--- src/rtl/pc_update_sequencer_pkg.sv ---
// Shared encodings for the PC update sequencer: request kinds, PC-source
// selects, exception causes and FSM states.
package pc_update_sequencer_pkg;

  typedef enum logic [2:0] {
    KIND_SEQ    = 3'd0,
    KIND_JUMP   = 3'd1,
    KIND_JR     = 3'd2,
    KIND_BRANCH = 3'd3,
    KIND_RTE    = 3'd4
  } req_kind_t;

  typedef enum logic [2:0] {
    SEL_ALU_RESULT = 3'b000,
    SEL_JUMP       = 3'b001,
    SEL_MEM_DATA   = 3'b010,
    SEL_ALU_OUT    = 3'b011,
    SEL_EPC        = 3'b100
  } pc_sel_t;

  typedef enum logic [1:0] {
    CAUSE_NONE   = 2'd0,
    CAUSE_OPCODE = 2'd1,
    CAUSE_OVF    = 2'd2,
    CAUSE_DIV0   = 2'd3
  } cause_t;

  typedef enum logic [2:0] {
    ST_IDLE     = 3'd0,
    ST_ISSUE    = 3'd1,
    ST_EXC_EPC  = 3'd2,
    ST_EXC_RD   = 3'd3,
    ST_EXC_WAIT = 3'd4,
    ST_EXC_LOAD = 3'd5
  } state_t;

  // Fixed exception priority: opcode over overflow over divide-by-zero.
  function automatic cause_t pick_cause(input logic opcode, input logic ovf, input logic div0);
    if (opcode) begin
      return CAUSE_OPCODE;
    end else if (ovf) begin
      return CAUSE_OVF;
    end else if (div0) begin
      return CAUSE_DIV0;
    end else begin
      return CAUSE_NONE;
    end
  endfunction

endpackage

--- src/rtl/pc_update_sequencer.sv ---
// Sequences every PC change of the multicycle core, including the
// multi-cycle exception entry (save EPC, fetch vector word, load PC).
module pc_update_sequencer
  import pc_update_sequencer_pkg::*;
#(
  parameter int         MEM_WAIT   = 1,
  parameter logic [7:0] VEC_OPCODE = 8'd253,
  parameter logic [7:0] VEC_OVF    = 8'd254,
  parameter logic [7:0] VEC_DIV0   = 8'd255
) (
  input  logic       clk,
  input  logic       reset,
  input  logic       req_valid,
  input  logic [2:0] req_kind,
  input  logic       branch_taken,
  input  logic       exc_opcode,
  input  logic       exc_ovf,
  input  logic       exc_div0,
  output logic       req_ready,
  output logic [2:0] pc_source_sel,
  output logic       pc_write,
  output logic       epc_write,
  output logic       vec_read,
  output logic [7:0] vec_addr,
  output logic [1:0] exc_cause,
  output logic       exc_ack,
  output logic       done
);

  localparam logic [2:0] WAIT_INIT = 3'(MEM_WAIT - 1);

  state_t     state;
  logic [2:0] wait_cnt;
  logic [7:0] vec_target;
  logic       exc_any_s;
  cause_t     cause_s;
  logic [7:0] vec_s;

  // Resolve the highest-priority pending exception and its vector address.
  always_comb begin
    exc_any_s = exc_opcode | exc_ovf | exc_div0;
    cause_s   = pick_cause(exc_opcode, exc_ovf, exc_div0);
    case (cause_s)
      CAUSE_OPCODE: vec_s = VEC_OPCODE;
      CAUSE_OVF:    vec_s = VEC_OVF;
      CAUSE_DIV0:   vec_s = VEC_DIV0;
      default:      vec_s = 8'd0;
    endcase
  end

  // Sequencer FSM; outputs are registered and pulses default low each cycle.
  always_ff @(posedge clk or posedge reset) begin
    if (reset) begin
      state         <= ST_IDLE;
      wait_cnt      <= 3'd0;
      vec_target    <= 8'd0;
      req_ready     <= 1'b1;
      pc_source_sel <= SEL_ALU_RESULT;
      pc_write      <= 1'b0;
      epc_write     <= 1'b0;
      vec_read      <= 1'b0;
      vec_addr      <= 8'd0;
      exc_cause     <= CAUSE_NONE;
      exc_ack       <= 1'b0;
      done          <= 1'b0;
    end else begin
      pc_write  <= 1'b0;
      epc_write <= 1'b0;
      vec_read  <= 1'b0;
      exc_ack   <= 1'b0;
      done      <= 1'b0;
      case (state)
        ST_IDLE: begin
          // Exceptions win; a simultaneous request is dropped and reissued by control.
          if (exc_any_s) begin
            state      <= ST_EXC_EPC;
            req_ready  <= 1'b0;
            exc_ack    <= 1'b1;
            exc_cause  <= cause_s;
            vec_target <= vec_s;
          end else if (req_valid) begin
            state     <= ST_ISSUE;
            req_ready <= 1'b0;
            done      <= 1'b1;
            case (req_kind)
              KIND_SEQ: begin
                pc_source_sel <= SEL_ALU_RESULT;
                pc_write      <= 1'b1;
              end
              KIND_JUMP: begin
                pc_source_sel <= SEL_JUMP;
                pc_write      <= 1'b1;
              end
              KIND_JR: begin
                pc_source_sel <= SEL_ALU_OUT;
                pc_write      <= 1'b1;
              end
              KIND_BRANCH: begin
                pc_source_sel <= SEL_ALU_OUT;
                pc_write      <= branch_taken;
              end
              KIND_RTE: begin
                pc_source_sel <= SEL_EPC;
                pc_write      <= 1'b1;
              end
              default: begin
                pc_write <= 1'b0;
              end
            endcase
          end else begin
            req_ready <= 1'b1;
          end
        end
        ST_ISSUE: begin
          state     <= ST_IDLE;
          req_ready <= 1'b1;
        end
        ST_EXC_EPC: begin
          state     <= ST_EXC_RD;
          epc_write <= 1'b1;
        end
        ST_EXC_RD: begin
          state    <= ST_EXC_WAIT;
          vec_read <= 1'b1;
          vec_addr <= vec_target;
          wait_cnt <= WAIT_INIT;
        end
        ST_EXC_WAIT: begin
          // Counter already at zero means memData is valid next cycle.
          if (wait_cnt == 3'd0) begin
            state         <= ST_EXC_LOAD;
            pc_source_sel <= SEL_MEM_DATA;
            pc_write      <= 1'b1;
            done          <= 1'b1;
          end else begin
            wait_cnt <= wait_cnt - 3'd1;
          end
        end
        ST_EXC_LOAD: begin
          state     <= ST_IDLE;
          req_ready <= 1'b1;
        end
        default: begin
          state     <= ST_IDLE;
          req_ready <= 1'b1;
        end
      endcase
    end
  end

endmodule

--- config.mk ---
export PLATFORM = sky130hd
export DESIGN_NAME = pc_update_sequencer
export DESIGN_NICKNAME = d
export VERILOG_FILES = /design/src/rtl/pc_update_sequencer_pkg.sv /design/src/rtl/pc_update_sequencer.sv
export SDC_FILE = /design/constraint.sdc
export NUM_CORES = 1
export LEC_CHECK = 0
export ABC_AREA = 1
export BUFFER_PORTS_ARGS = -buffer_cell sky130_fd_sc_hd__buf_4
export CAP_MARGIN = 20
export CORE_ASPECT_RATIO = 1.25
export CORE_UTILIZATION = 54
export DETAILED_ROUTE_END_ITERATION = 8
export PLACE_DENSITY = 0.82
export SYNTH_ARGS = -nofsm -noshare
export SYNTH_HDL_FRONTEND = slang
export SYNTH_SLANG_ARGS = --single-unit
--- constraint.sdc ---
create_clock -name clk -period 2.85 [get_ports clk]
set_input_delay 0.285 -clock clk [delete_from_list [all_inputs] [get_ports clk]]
set_output_delay 0.285 -clock clk [all_outputs]
set_load 0.02 [all_outputs]
Word-level counts from Yosys, hierarchy flattened:

Index checks and enable logic that the tools add are counted.

* flip-flop bits (word level): 33
* bits in latches: 0
* memory bits (writable): 0
* memory bits (read-only): 0
* input port bits: 10
* output and inout port bits: 19
* logic and storage cells: 73
* memories: 0

* add/sub/neg operators: 1
* multipliers: 0
* divide/modulo/power cells: 0
* $lt $le $gt $ge: 0
* equality and inequality tests: 16
* shifts and indexed selects: 0
* muxes and demuxes: 30
* bitwise operators: 2
* reduce and logical (&&, ||, !) cells: 12

Operators by type and width (number)
* $pmux 3 s4: 2
* $pmux 8 s3: 1
* $mux 3: 7
* $eq 3x2->1 const B: 4
* $pmux 3 s2: 2
* $mux 1: 11
* $logic_not 3->1: 3
* $ne 2x2->1 const B: 4
* $pmux 1 s2: 4
* $eq 3x3->1 const B: 2
* $mux 2: 3
* $reduce_and 2->1: 3
* $ne 5x2->1 const B: 1
* $reduce_and 5->1: 1
* $eq 2x2->1 const B: 2
* $reduce_bool 2->1: 2
* $reduce_or 4->1: 1
* $eq 3x1->1 const B: 1
* $ne 3x3->1 const B: 1
* $reduce_or 3->1: 1
* $sub 3x1->3 const B: 1
* $eq 2x1->1 const B: 1
* $or 1x1->1: 2
* $reduce_or 2->1: 1

Logic depth before layout (Yosys ltp):

* word-level depth: 6
* gate-level depth with buffers: 8

Worst setup path before layout:

OpenSTA, ideal clock, no wires.

* kind: reg-to-reg
* from: register wait_cnt[0]
* to: register pc_source_sel[0]
* library setup time: 0.117 ns
* arrival: 1.052 ns
* setup slack: 1.681 ns
* cell stages (with the launch flop): 8
* buffers on the path: 0
* clock period less this slack: 1.169 ns
* cells stage by stage: dfrtp_1 > inv_1 > ha_1 > nand4_2 > o21ai_4 > nand2_2 > nand2_1 > nand2_1

* cells in the longest elaborated chain, start to end: 3

Ends and longest elaborated chain
* start: declaration: RTL line pc_update_sequencer.sv:33 `logic [2:0] wait_cnt;`
* start signal: assignment: RTL line pc_update_sequencer.sv:136 `wait_cnt <= wait_cnt - 3'd1;`
* $logic_not 3->1: RTL line pc_update_sequencer.sv:130 `if (wait_cnt == 3'd0) begin`
* $ne 2x2->1 (no line)
* $reduce_and 5->1 (no line)
* end signal: assignment: RTL line pc_update_sequencer.sv:99 `pc_source_sel <= SEL_ALU_OUT;`
* end signal: assignment: RTL line pc_update_sequencer.sv:103 `pc_source_sel <= SEL_EPC;`
* end signal: assignment: RTL line pc_update_sequencer.sv:132 `pc_source_sel <= SEL_MEM_DATA;`
* end: declaration: RTL line pc_update_sequencer.sv:20 `output logic [2:0] pc_source_sel,`

No other way between the ends.
A chain may end at the register's enable or synchronous reset.

Worst setup path in the final report:

* from: register wait_cnt[0]
* to: register pc_source_sel[1]

Same word-level chain as after synthesis.

==> impl_results.md <==
* Maxcap violations at 0
* Die height at just over 50 microns
* Inserted Diodes at 0
* CP arrival at roughly 1.5 ns
* R2R depth at 7
* WL final at 1950 microns
* WL/cell at approximately 12 microns
* Largest net degree at the start of global routing at 23
* Initial Util at 0.590
* Adder-cell share of the synthesized area at 0.0234
* Max-slew violation count at 0
* Register area share after synthesis at 0.517
* H-Tree Depth at 1
* PwrDens at roughly 1200 mW/mm^2
* Total CTS buffers at 3
* Post-CTS resize count at 0
* Final setup viols at 0
* Hold Vio Cnt, Final at 0
* Pre-antenna DRT Iters at 4
* Global-route usage over all layers at 0.212
* Compound-Gate Fraction of Synth Area at 0.0750
* Clock period minus worst slack at between 1 and 1.5 ns
* Vias per cell at approximately 4.8
* Yosys reg bits at 22
* Netlist Area Pre-Place at approximately 0.0011 sq mm
* Setup repair after global routing missed its margin: false
* Req. time, crit path at slightly above 3 ns
* Lkg Pwr at about 0.68 nW
* Remaining global-route overflow at 0
* Post-synthesis mux area share at 0
* Highest clock rate at 778 MHz
* Top FF cell, synth: dfrtp_1
* Final Worst Setup Slack at around 1.6 ns
* Detailed Place HPWL at 1510 microns
* Fin crit share at 0.451
* CTS Hold Bufs at 0
* Ratio of cells with drive above 1 in the final layout at 0.349
* Asr flop ratio synth at 1.00
* ANT nets after route at 0
* Cell Count, Final, Fillers Out at ~170
* Die area at around 0.0022 sq mm
* EDFF count, synth at 0
* Pre-CTS setup slack at 1.57 ns
* Largest family of logic cells by synthesized area: simple AND/OR/NAND/NOR gates
* Root Buffer Master: clkbuf_4
* GP Congestion at roughly 0.84
* Cell variety after synth at 24
* Post-synthesis xor/xnor area fraction at 0.00821
* Slew @ Worst Pin at between 0.7 and 0.8 ns
* Drt drc at 0
* Clk_skew at between 0.009 and 0.01 ns
* Worst R2R Setup Slack at 1.56 ns
* Net Count, Synth at approximately 130
* Clock Tree Buf Depth at 2
* Syn_area_per_cell at about 8.9 sq um
* Placed Cells at about 160
* Worst-Skew Late Latency at between 0.3 and 0.4 ns
* Initial antenna violation count at 0
* Simple-gate share of the synthesized area at 0.260
* P&R area growth vs syn at 21.1%
* Post-CTS Setup Inserts at 0
* I/O pin total at 29
* Critical path class: flip-flop to flip-flop
* Hold WC Path Type: input port to async pin
* Max_slew headroom at 0.469
* Max VDD drop at a little under 0.7 mV
* CP Max Fanout at 5
* Clock Pin Slew Worst Setup and Hold Paths at between 0.1 and 0.15 ns
* CP Capture Type: flip-flop
* Pwr Total at 1.51 mW
* CTS tree: yes
* Die W at 41.8 microns
* Core Region at between 0.0015 and 0.002 sq mm
* Drt first-iter violations at 7
* # nets final at ~160
* Syn Inst Count at 120
* Setup Total Neg Slack at 0 ns
* Port Buf Inserts at 28
* First-pass GRT wire length at 3430 microns
* Vias at 800
* Site Rows at 17
* Outcome: finished clean
* Vias in the first global route at ~800
* Startpoint Class: flip-flop
* CTS Sinks at 22
* Yosys Warn Count at 0
power breakdown:
part           total [mW]  internal [mW]  switching (mW)
Sequential          0.538          0.449          0.0898
Clock               0.173         0.0783          0.0950
Combinational       0.796          0.307           0.488
registers in the layout (all words and copies together) (netlist names):
register       cells
done               1
epc_write          1
exc_ack            1
exc_cause          2
pc_source_sel      3
pc_write           1
req_ready          1
state              3
vec_addr           3
vec_read           1
vec_target         2
wait_cnt           3
layout make-up:
type | instances | area (sq um)
inverters | 21 | 78.8
well taps | 19 | 23.8
repair buffers | 28 | 210
clock buffers | 4 | 36.3
flip-flops and latches | 22 | 552
fillers | 136 | 515
multi-input cells | 71 | 392
cells in the final DEF (no fill, tap or decap), drive strengths merged:
cell type and instances:
buf 28, a21oi 2, nand3 6, dfstp 1
o22ai 1, nand4 1, dfrtp 21, ha 2
inv 20, nand2 34, nand3b 2, clkbuf 4
clkinv 1, nor3 2, nor2 10, o21ai 9
xor2 1, o21bai 1
path summary, 6_finish.rpt:
check                         startpoint          endpoint
setup reg to reg             wait_cnt[0]  pc_source_sel[1]
setup / recovery             wait_cnt[0]  pc_source_sel[1]
hold / removal                     reset           exc_ack
min in group clk              exc_opcode      exc_cause[1]
hold reg to reg            vec_target[6]     vec_target[6]
max in group asynchronous          reset          vec_read
critical path, cell delays in order, from the launching register on:
cell and delay [ns]:
dfrtp_1 0.39, inv_1 0.10, ha_1 0.20, nand4_2 0.18, o21ai_4 0.12, nand2_2 0.08, nand2_1 0.07, nand2_1 0.04
Yosys cell counts, types with 3 or more instances:
library cell  count  share of area
nor2_4            3          0.032
nand2_2           6          0.035
inv_2             5          0.018
nor2_1            6          0.021
nand2_1          28          0.098
buf_4             6          0.042
nand3_1           5          0.023
inv_1            15          0.053
o21ai_1           6          0.028
dfrtp_1          21           0.49
cells by family (layout without fill, tap and decap cells):
group / Yosys count / count (layout)
flops: 22 / 22
buf+inv: 27 / 53
fa+ha+maj: 2 / 2
compound gates: 13 / 13
xor+xnor: 1 / 1
simple gates: 55 / 55
metrics by stage:
step                      area, sq um  hold WS, ns   util
after floorplan                  1070        0.273      -
after global placement           1260        0.432  0.695
after detailed placement         1260        0.442  0.695
after CTS                        1290        0.141  0.715
after global routing             1290        0.179  0.715
final                            1290        0.101  0.715
metal layers:
| metal | track usage | wire, microns |
|---|---|---|
| met3 | 0.0347 | 61 |
| met5 | 0 | 0 |
| met2 | 0.372 | 993 |
| met1 | 0.245 | 848 |
| met4 | 0.118 | 44 |
(Power assumes the default switching activity.)
